===== config.mk =====
export PLATFORM = sky130hd
export DESIGN_NAME = pc_sequencer
export DESIGN_NICKNAME = d
export VERILOG_FILES = /design/src/rtl/cpu_pkg.sv /design/src/rtl/reg_list_walker.sv /design/src/rtl/pc_sequencer.sv
export SDC_FILE = /design/constraint.sdc
export NUM_CORES = 1
export LEC_CHECK = 0
export ABC_AREA = 1
export ABC_CLOCK_PERIOD_IN_PS = 2400
export BUFFER_PORTS_ARGS = -buffer_cell sky130_fd_sc_hd__buf_2
export CELL_PAD_IN_SITES_DETAIL_PLACEMENT = 1
export CELL_PAD_IN_SITES_GLOBAL_PLACEMENT = 1
export CORE_UTILIZATION = 36
export DETAILED_ROUTE_END_ITERATION = 16
export GPL_TIMING_DRIVEN = 0
export HOLD_SLACK_MARGIN = 0.02
export PLACE_DENSITY_LB_ADDON = 0.1
export REMOVE_ABC_BUFFERS = 1
export SYNTH_ARGS = -nofsm -noshare
export SYNTH_HDL_FRONTEND = slang
export SYNTH_SLANG_ARGS = --single-unit

===== constraint.sdc =====
create_clock -name clk -period 2.4 [get_ports clk]
set_input_delay 0.12 -clock clk [delete_from_list [all_inputs] [get_ports clk]]
set_output_delay 0.12 -clock clk [all_outputs]
set_load 0.005 [all_outputs]

===== src/rtl/cpu_pkg.sv =====
// Shared types and constants for the Thumb fetch-stage program-counter logic.
package cpu_pkg;

    typedef enum logic {
        IDLE,
        MULTI
    } seq_state_e;

    localparam int unsigned THUMB_STEP = 2;
    localparam int unsigned WIDE_STEP  = 4;

    localparam logic [31:0] DEFAULT_RESET_PC = 32'h0000_0000;

endpackage


===== src/rtl/reg_list_walker.sv =====
// Register-list walker for multi-register transfers: keeps the not-yet-transferred
// registers and reports the lowest pending index and whether it is the final one.
module reg_list_walker #(
    parameter int unsigned LIST_W = 10,
    parameter int unsigned IDX_W  = $clog2(LIST_W)
) (
    input  logic              clk,
    input  logic              reset,
    input  logic              load,
    input  logic              advance,
    input  logic              clear,
    input  logic [LIST_W-1:0] load_list,
    output logic [IDX_W-1:0]  index,
    output logic              last
);

    logic [LIST_W-1:0] remaining;
    logic [LIST_W-1:0] lowest_cleared;
    logic              found;

    assign lowest_cleared = remaining & (remaining - LIST_W'(1));

    always_ff @(posedge clk) begin
        if (reset || clear) begin
            remaining <= '0;
        end else if (load) begin
            remaining <= load_list;
        end else if (advance) begin
            remaining <= lowest_cleared;
        end
    end

    // Lowest set bit wins; an empty list reports index 0.
    always_comb begin
        index = '0;
        found = 1'b0;
        for (int unsigned i = 0; i < LIST_W; i++) begin
            if (remaining[i] && !found) begin
                index = IDX_W'(i);
                found = 1'b1;
            end
        end
    end

    assign last = (remaining != '0) && (lowest_cleared == '0);

endmodule


===== src/rtl/pc_sequencer.sv =====
// Registered program counter for the Thumb fetch stage: selects the next PC from
// reset, branch, stall hold, multi-register transfer hold, or sequential step.
module pc_sequencer
    import cpu_pkg::*;
#(
    parameter int unsigned        ADDR_W   = 32,
    parameter int unsigned        LIST_W   = 10,
    parameter logic [ADDR_W-1:0]  RESET_PC = ADDR_W'(DEFAULT_RESET_PC),
    parameter int unsigned        IDX_W    = $clog2(LIST_W)
) (
    input  logic              clk,
    input  logic              reset,
    input  logic              stall,
    input  logic              branch,
    input  logic [ADDR_W-1:0] branch_target,
    input  logic              wide_insn,
    input  logic              multi_start,
    input  logic [LIST_W-1:0] reg_list,
    output logic [ADDR_W-1:0] pc,
    output logic [ADDR_W-1:0] next_pc,
    output logic              multi_busy,
    output logic              multi_valid,
    output logic [IDX_W-1:0]  multi_index,
    output logic              multi_last
);

    seq_state_e        state;
    seq_state_e        next_state;
    logic              walk_load;
    logic              walk_advance;
    logic              walk_clear;
    logic [ADDR_W-1:0] target_aligned;
    logic [ADDR_W-1:0] pc_thumb;
    logic [ADDR_W-1:0] pc_seq;

    assign target_aligned = branch_target & ~ADDR_W'(1);
    assign pc_thumb       = pc + ADDR_W'(THUMB_STEP);
    assign pc_seq         = pc + (wide_insn ? ADDR_W'(WIDE_STEP) : ADDR_W'(THUMB_STEP));

    reg_list_walker #(
        .LIST_W (LIST_W),
        .IDX_W  (IDX_W)
    ) u_walker (
        .clk       (clk),
        .reset     (reset),
        .load      (walk_load),
        .advance   (walk_advance),
        .clear     (walk_clear),
        .load_list (reg_list),
        .index     (multi_index),
        .last      (multi_last)
    );

    always_comb begin
        next_pc      = pc;
        next_state   = state;
        walk_load    = 1'b0;
        walk_advance = 1'b0;
        walk_clear   = 1'b0;
        multi_valid  = 1'b0;
        if (reset) begin
            next_pc    = RESET_PC;
            next_state = IDLE;
        end else begin
            unique case (state)
                IDLE: begin
                    if (branch) begin
                        next_pc = target_aligned;
                    end else if (stall) begin
                        next_pc = pc;
                    end else if (multi_start && (reg_list != '0)) begin
                        walk_load  = 1'b1;
                        next_state = MULTI;
                    end else if (multi_start) begin
                        // An empty list behaves as a plain 16-bit instruction.
                        next_pc = pc_thumb;
                    end else begin
                        next_pc = pc_seq;
                    end
                end
                MULTI: begin
                    if (branch) begin
                        next_pc    = target_aligned;
                        walk_clear = 1'b1;
                        next_state = IDLE;
                    end else if (!stall) begin
                        multi_valid = 1'b1;
                        if (multi_last) begin
                            next_pc    = pc_thumb;
                            walk_clear = 1'b1;
                            next_state = IDLE;
                        end else begin
                            walk_advance = 1'b1;
                        end
                    end
                end
                default: next_state = IDLE;
            endcase
        end
    end

    always_ff @(posedge clk) begin
        if (reset) begin
            state      <= IDLE;
            multi_busy <= 1'b0;
            pc         <= RESET_PC;
        end else begin
            state      <= next_state;
            multi_busy <= (next_state == MULTI);
            pc         <= next_pc;
        end
    end

endmodule


==> results.txt <==
The detailed placer's ending HPWL came out at 13.9 mm. TritonCTS built the clock tree. The antenna diode count came out at 0. The post-route netlist has 36.7% of its cells at a drive strength greater than 1. In this run the power density over the cells is a little under 400 nW/um^2.

The core region area is 13,200 sq um. The post-synthesis mux area share came out at 0%. The final setup violation count came out at 30. The area growth from synthesis to layout is 44.9%. Clock tree synthesis found a total of 43 sinks.

The leakage power figure is 3.06 nW. The CTS clock-pin slew for the worst setup and hold paths is 0.08 ns. The effective utilization at floorplan came out at 36.9%. The worst setup path is of the flop to output port kind. The flow ran to the end, but the final reports show violations. The routed via count is 7,196. The final routed DRC violation total is 0. The count of cells in the finished layout, fillers not included, comes to between 1,000 and 1,500. The area of the mapped netlist is roughly 4900 sq um. Summed over all layers, the global routing overflow is 0. IR analysis of the VDD net gives a maximum drop of 263 uV. The sequential fraction of the synthesis area is approximately 18%.

The area share of fa/ha/maj cells after synthesis is 1.18%. In the synthesized netlist, the number of instances is about 900. The overall die height came out at 119 um.

The total clock buffers created by CTS is 5. By area, the combinational part of the netlist is dominated by simple AND/OR/NAND/NOR gates. The via count of the first global-routing pass came out at 6,716. At the later pin of the worst-skew pair, clock insertion delay measures approximately 0.32 ns. The max-slew violation count came out at 0. Dividing the detail-routed wire length by the instance count gives 20.1 um. The H-tree depth reported by CTS came out at 2. The number of synthesized flops with an enable pin is 0. Headroom to the max-slew limit came out at 34.6%. Setup repair after global routing could not meet its margin everywhere.

The clock tree skew after final layout is ~0.012 ns. Summing the areas of all xor and xnor instances in the mapped netlist gives 1.61% of the synthesized area. The number of warnings issued by yosys is 0. The count of boundary I/O pins is 119.

The data required time at the worst endpoint is 2.28 ns. Entering global routing, the biggest net connects 39 pins. The worst setup path is captured at an output port. The antenna violation net count after detailed routing is 0.

The global routing usage summed across all routing layers is between 30% and 40%. At the end of routability-driven placement, the weighted congestion stood at approximately 0.86. The nature of the critical path startpoint is a flop.

The clock root buffer is sky130_fd_sc_hd__clkbuf_16. The cell family contributing the most delay on the critical path is simple AND/OR/NAND/NOR gates. The final number of hold-violating endpoints came out at 0. Buffers placed on the I/O ports in this run total 117. The count of standard-cell rows came out at 42. Along the worst path, the maximum fanout reaches 6. In this run the deepest clock path goes through 2 buffers. The mean post-synth cell area came out at 5.30 sq um. The core utilization of the finished layout is 53.5%.

For the pin with the worst max-slew slack, the measured transition is 0.981 ns. After the last flow step, the layout net total stands at 1,113. The synthesized netlist devotes 49.1% of its cell area to simple gates.

The horizontal die dimension is roughly 120 um. The longest individual stage delay on the worst path came out at 0.43 ns. The initial antenna violation count is 0. For this design, the CTS-stage hold fixing added 0 buffers.

The total detailed-routing wirelength is 24.8 mm. The compound-cell area share of the yosys netlist is about 20%. The detailed router finished its first iteration with 526 violations. The worst hold path belongs to the class input pin to flop. The endpoint arrival time on the critical path came out at 2.49 ns. The most numerous cell type found on the critical path is sky130_fd_sc_hd__nand3_1.

Derived from the worst setup path, the maximum achievable clock frequency is 383 MHz. The async set or reset register ratio after synthesis is 0%. Walking the worst path, the cells encountered are nand2_1 > nor2_4 > nand2_1 > nor2_2 > nand3_1 > nand3_1 > nand3_2 > nand2_2 > nand3_1 > nand2_2 > inv_1 > buf_2. The checks that failed: setup timing.

The cell type of the slowest stage on the worst timing path is sky130_fd_sc_hd__dfxtp_2. The number of violations of the max-capacitance limit is 0. The predominant post-synthesis flop cell is sky130_fd_sc_hd__dfxtp_1. The first detailed-routing pass took 6 iterations. The number of vias per cell after detailed routing came out at between 5 and 6. The area of the die is 14,100 sq um. The worst-case setup margin in the final layout is -0.208 ns. The minimum clock period after layout came out at 2.61 ns.

The final period utilization came out at 109%. The number of placed instances with taps included came out at about 1,200. The unique cell type count in the Yosys netlist is 41. The global-route wire length before repair is 36.0 mm. The buffering stage count on the worst path with inverters included is 2. The total of flip-flops plus latches after synthesis came out at 43.
cell families after synthesis:
kind of cell / after synthesis
XOR/XNOR: 9
AND/OR/NAND/NOR: 555
buffers and inverters: 124
adder cells (fa/ha/maj): 4
flip-flops: 43
AO/OA/AOI/OAI: 188
Yosys cell counts (2+ instances only):
cell                         n  area share [%]
sky130_fd_sc_hd__inv_1      82             6.3
sky130_fd_sc_hd__buf_4       2            0.31
sky130_fd_sc_hd__xor2_1      8             1.4
sky130_fd_sc_hd__o21ai_2     2            0.36
sky130_fd_sc_hd__o21ai_1     2            0.20
sky130_fd_sc_hd__nor3_1      4            0.41
sky130_fd_sc_hd__nand2_2    11             1.4
sky130_fd_sc_hd__buf_1       3            0.23
sky130_fd_sc_hd__clkbuf_1   17             1.3
sky130_fd_sc_hd__buf_6       3            0.69
sky130_fd_sc_hd__dfxtp_1    43              18
sky130_fd_sc_hd__nor2_4      3            0.69
sky130_fd_sc_hd__clkinv_1    2            0.15
sky130_fd_sc_hd__nand3_1   119              12
sky130_fd_sc_hd__nor3b_1     2            0.31
sky130_fd_sc_hd__nand2_1   298              23
sky130_fd_sc_hd__o21ai_0    66             6.8
sky130_fd_sc_hd__nand3_2     7             1.4
sky130_fd_sc_hd__a21oi_1   108              11
sky130_fd_sc_hd__buf_2      11             1.1
sky130_fd_sc_hd__ha_1        3            0.77
sky130_fd_sc_hd__nor2_1     95             7.3
sky130_fd_sc_hd__nor2_2      4            0.51
sky130_fd_sc_hd__nand4_1     8             1.0
sky130_fd_sc_hd__o211ai_1    4            0.61
worst reg2reg max path: cells and delay by family (launching register included):
family | cells | cell delay [ns]
DFF | 1 | 0.37
and+or+nand+nor | 9 | 1.05
buffers and inverters | 5 | 0.56
AOI/OAI and AO/OA | 1 | 0.14
stage by stage:
step	setup TNS (ns)	total power, mW	setup WS (ns)	instance area (sq um)	hold WS [ns]
after detailed placement	-33.31	1.66	-0.720	5550	0.371
after global placement	-110.35	1.63	-1.92	5510	0.364
after CTS	-1.73	2.65	-0.212	6470	0.0312
after global routing	-6.36	2.92	-0.299	7090	0.0729
after floorplan	-0.0309	1.32	-0.0255	4710	0.192
final	-3.40	2.81	-0.208	7090	0.0462
placed cells by master, fill, tap and decap left out, types with 3 or more instances in the layout:
cell type	count
sky130_fd_sc_hd__buf_4	32
sky130_fd_sc_hd__dfxtp_4	8
sky130_fd_sc_hd__o21ai_0	58
sky130_fd_sc_hd__a21oi_2	22
sky130_fd_sc_hd__inv_1	74
sky130_fd_sc_hd__nand3_2	23
sky130_fd_sc_hd__nand2_4	19
sky130_fd_sc_hd__o21ai_1	8
sky130_fd_sc_hd__clkinv_16	3
sky130_fd_sc_hd__buf_6	9
sky130_fd_sc_hd__dfxtp_1	15
sky130_fd_sc_hd__nor2_1	57
sky130_fd_sc_hd__nand3_4	9
sky130_fd_sc_hd__clkbuf_16	5
sky130_fd_sc_hd__o21ai_2	3
sky130_fd_sc_hd__inv_2	6
sky130_fd_sc_hd__nor2_2	24
sky130_fd_sc_hd__buf_2	115
sky130_fd_sc_hd__clkinv_2	3
sky130_fd_sc_hd__nand2_2	40
sky130_fd_sc_hd__nand4_1	8
sky130_fd_sc_hd__nand2_1	251
sky130_fd_sc_hd__a21oi_1	85
sky130_fd_sc_hd__nor3_2	3
sky130_fd_sc_hd__nor2_4	22
sky130_fd_sc_hd__buf_8	3
sky130_fd_sc_hd__clkinvlp_4	3
sky130_fd_sc_hd__dfxtp_2	20
sky130_fd_sc_hd__xor2_1	7
sky130_fd_sc_hd__nand3_1	94
sky130_fd_sc_hd__o211ai_1	4
path summary, 6_finish.rpt:
path	startpoint	end	depth (start not counted)	slack (ns)
max reg2reg	u_walker.remaining[0]	u_walker.remaining[5]	15	0.20
min reg2reg	pc[0]	pc[0]	2	0.48
min	reset	pc[0]	2	0.05
max	pc[9]	next_pc[27]	12	-0.21
routing by layer:
layer / vias to the layer above / share of wire [%] / global-route usage [%]
met3: 90 / 7.6 / 5.74
met2: 339 / 47 / 54.5
li1: 3310 / - / -
met5: - / 0 / 0
met1: 3457 / 40 / 41.1
met4: 0 / 5.2 / 12.6
power breakdown:
part           total (mW)  internal, mW  leakage, nW  switching, mW
combinational        1.04         0.382         2.61          0.661
clock               0.867         0.493       0.0838          0.373
sequential          0.905         0.770        0.366          0.135
cell type report:
type | instances | area (sq um)
Fill cell | 1878 | 6160
Multi-Input combinational cell | 758 | 4300
Timing Repair Buffer | 162 | 1030
Sequential cell | 43 | 916
Inverter | 87 | 368
Tap cell | 176 | 220
Clock buffer | 5 | 125
Timing Repair inverter | 4 | 83.8
Clock inverter | 3 | 43.8
sequential cells by signal (all words and copies together) (netlist names):
| name | count |
|---|---|
| pc | 32 |
| u_walker.remaining | 10 |
| state | 1 |
repair_timing:
item | 4_1_cts | 5_1_grt
cloned | 6 | 1
endpoints found under the setup margin | 72 | 42
gates resized for setup | 141 | 145
pin swaps | 45 | 51
setup buffers | 32 | 13
(Power assumes the default switching activity.)
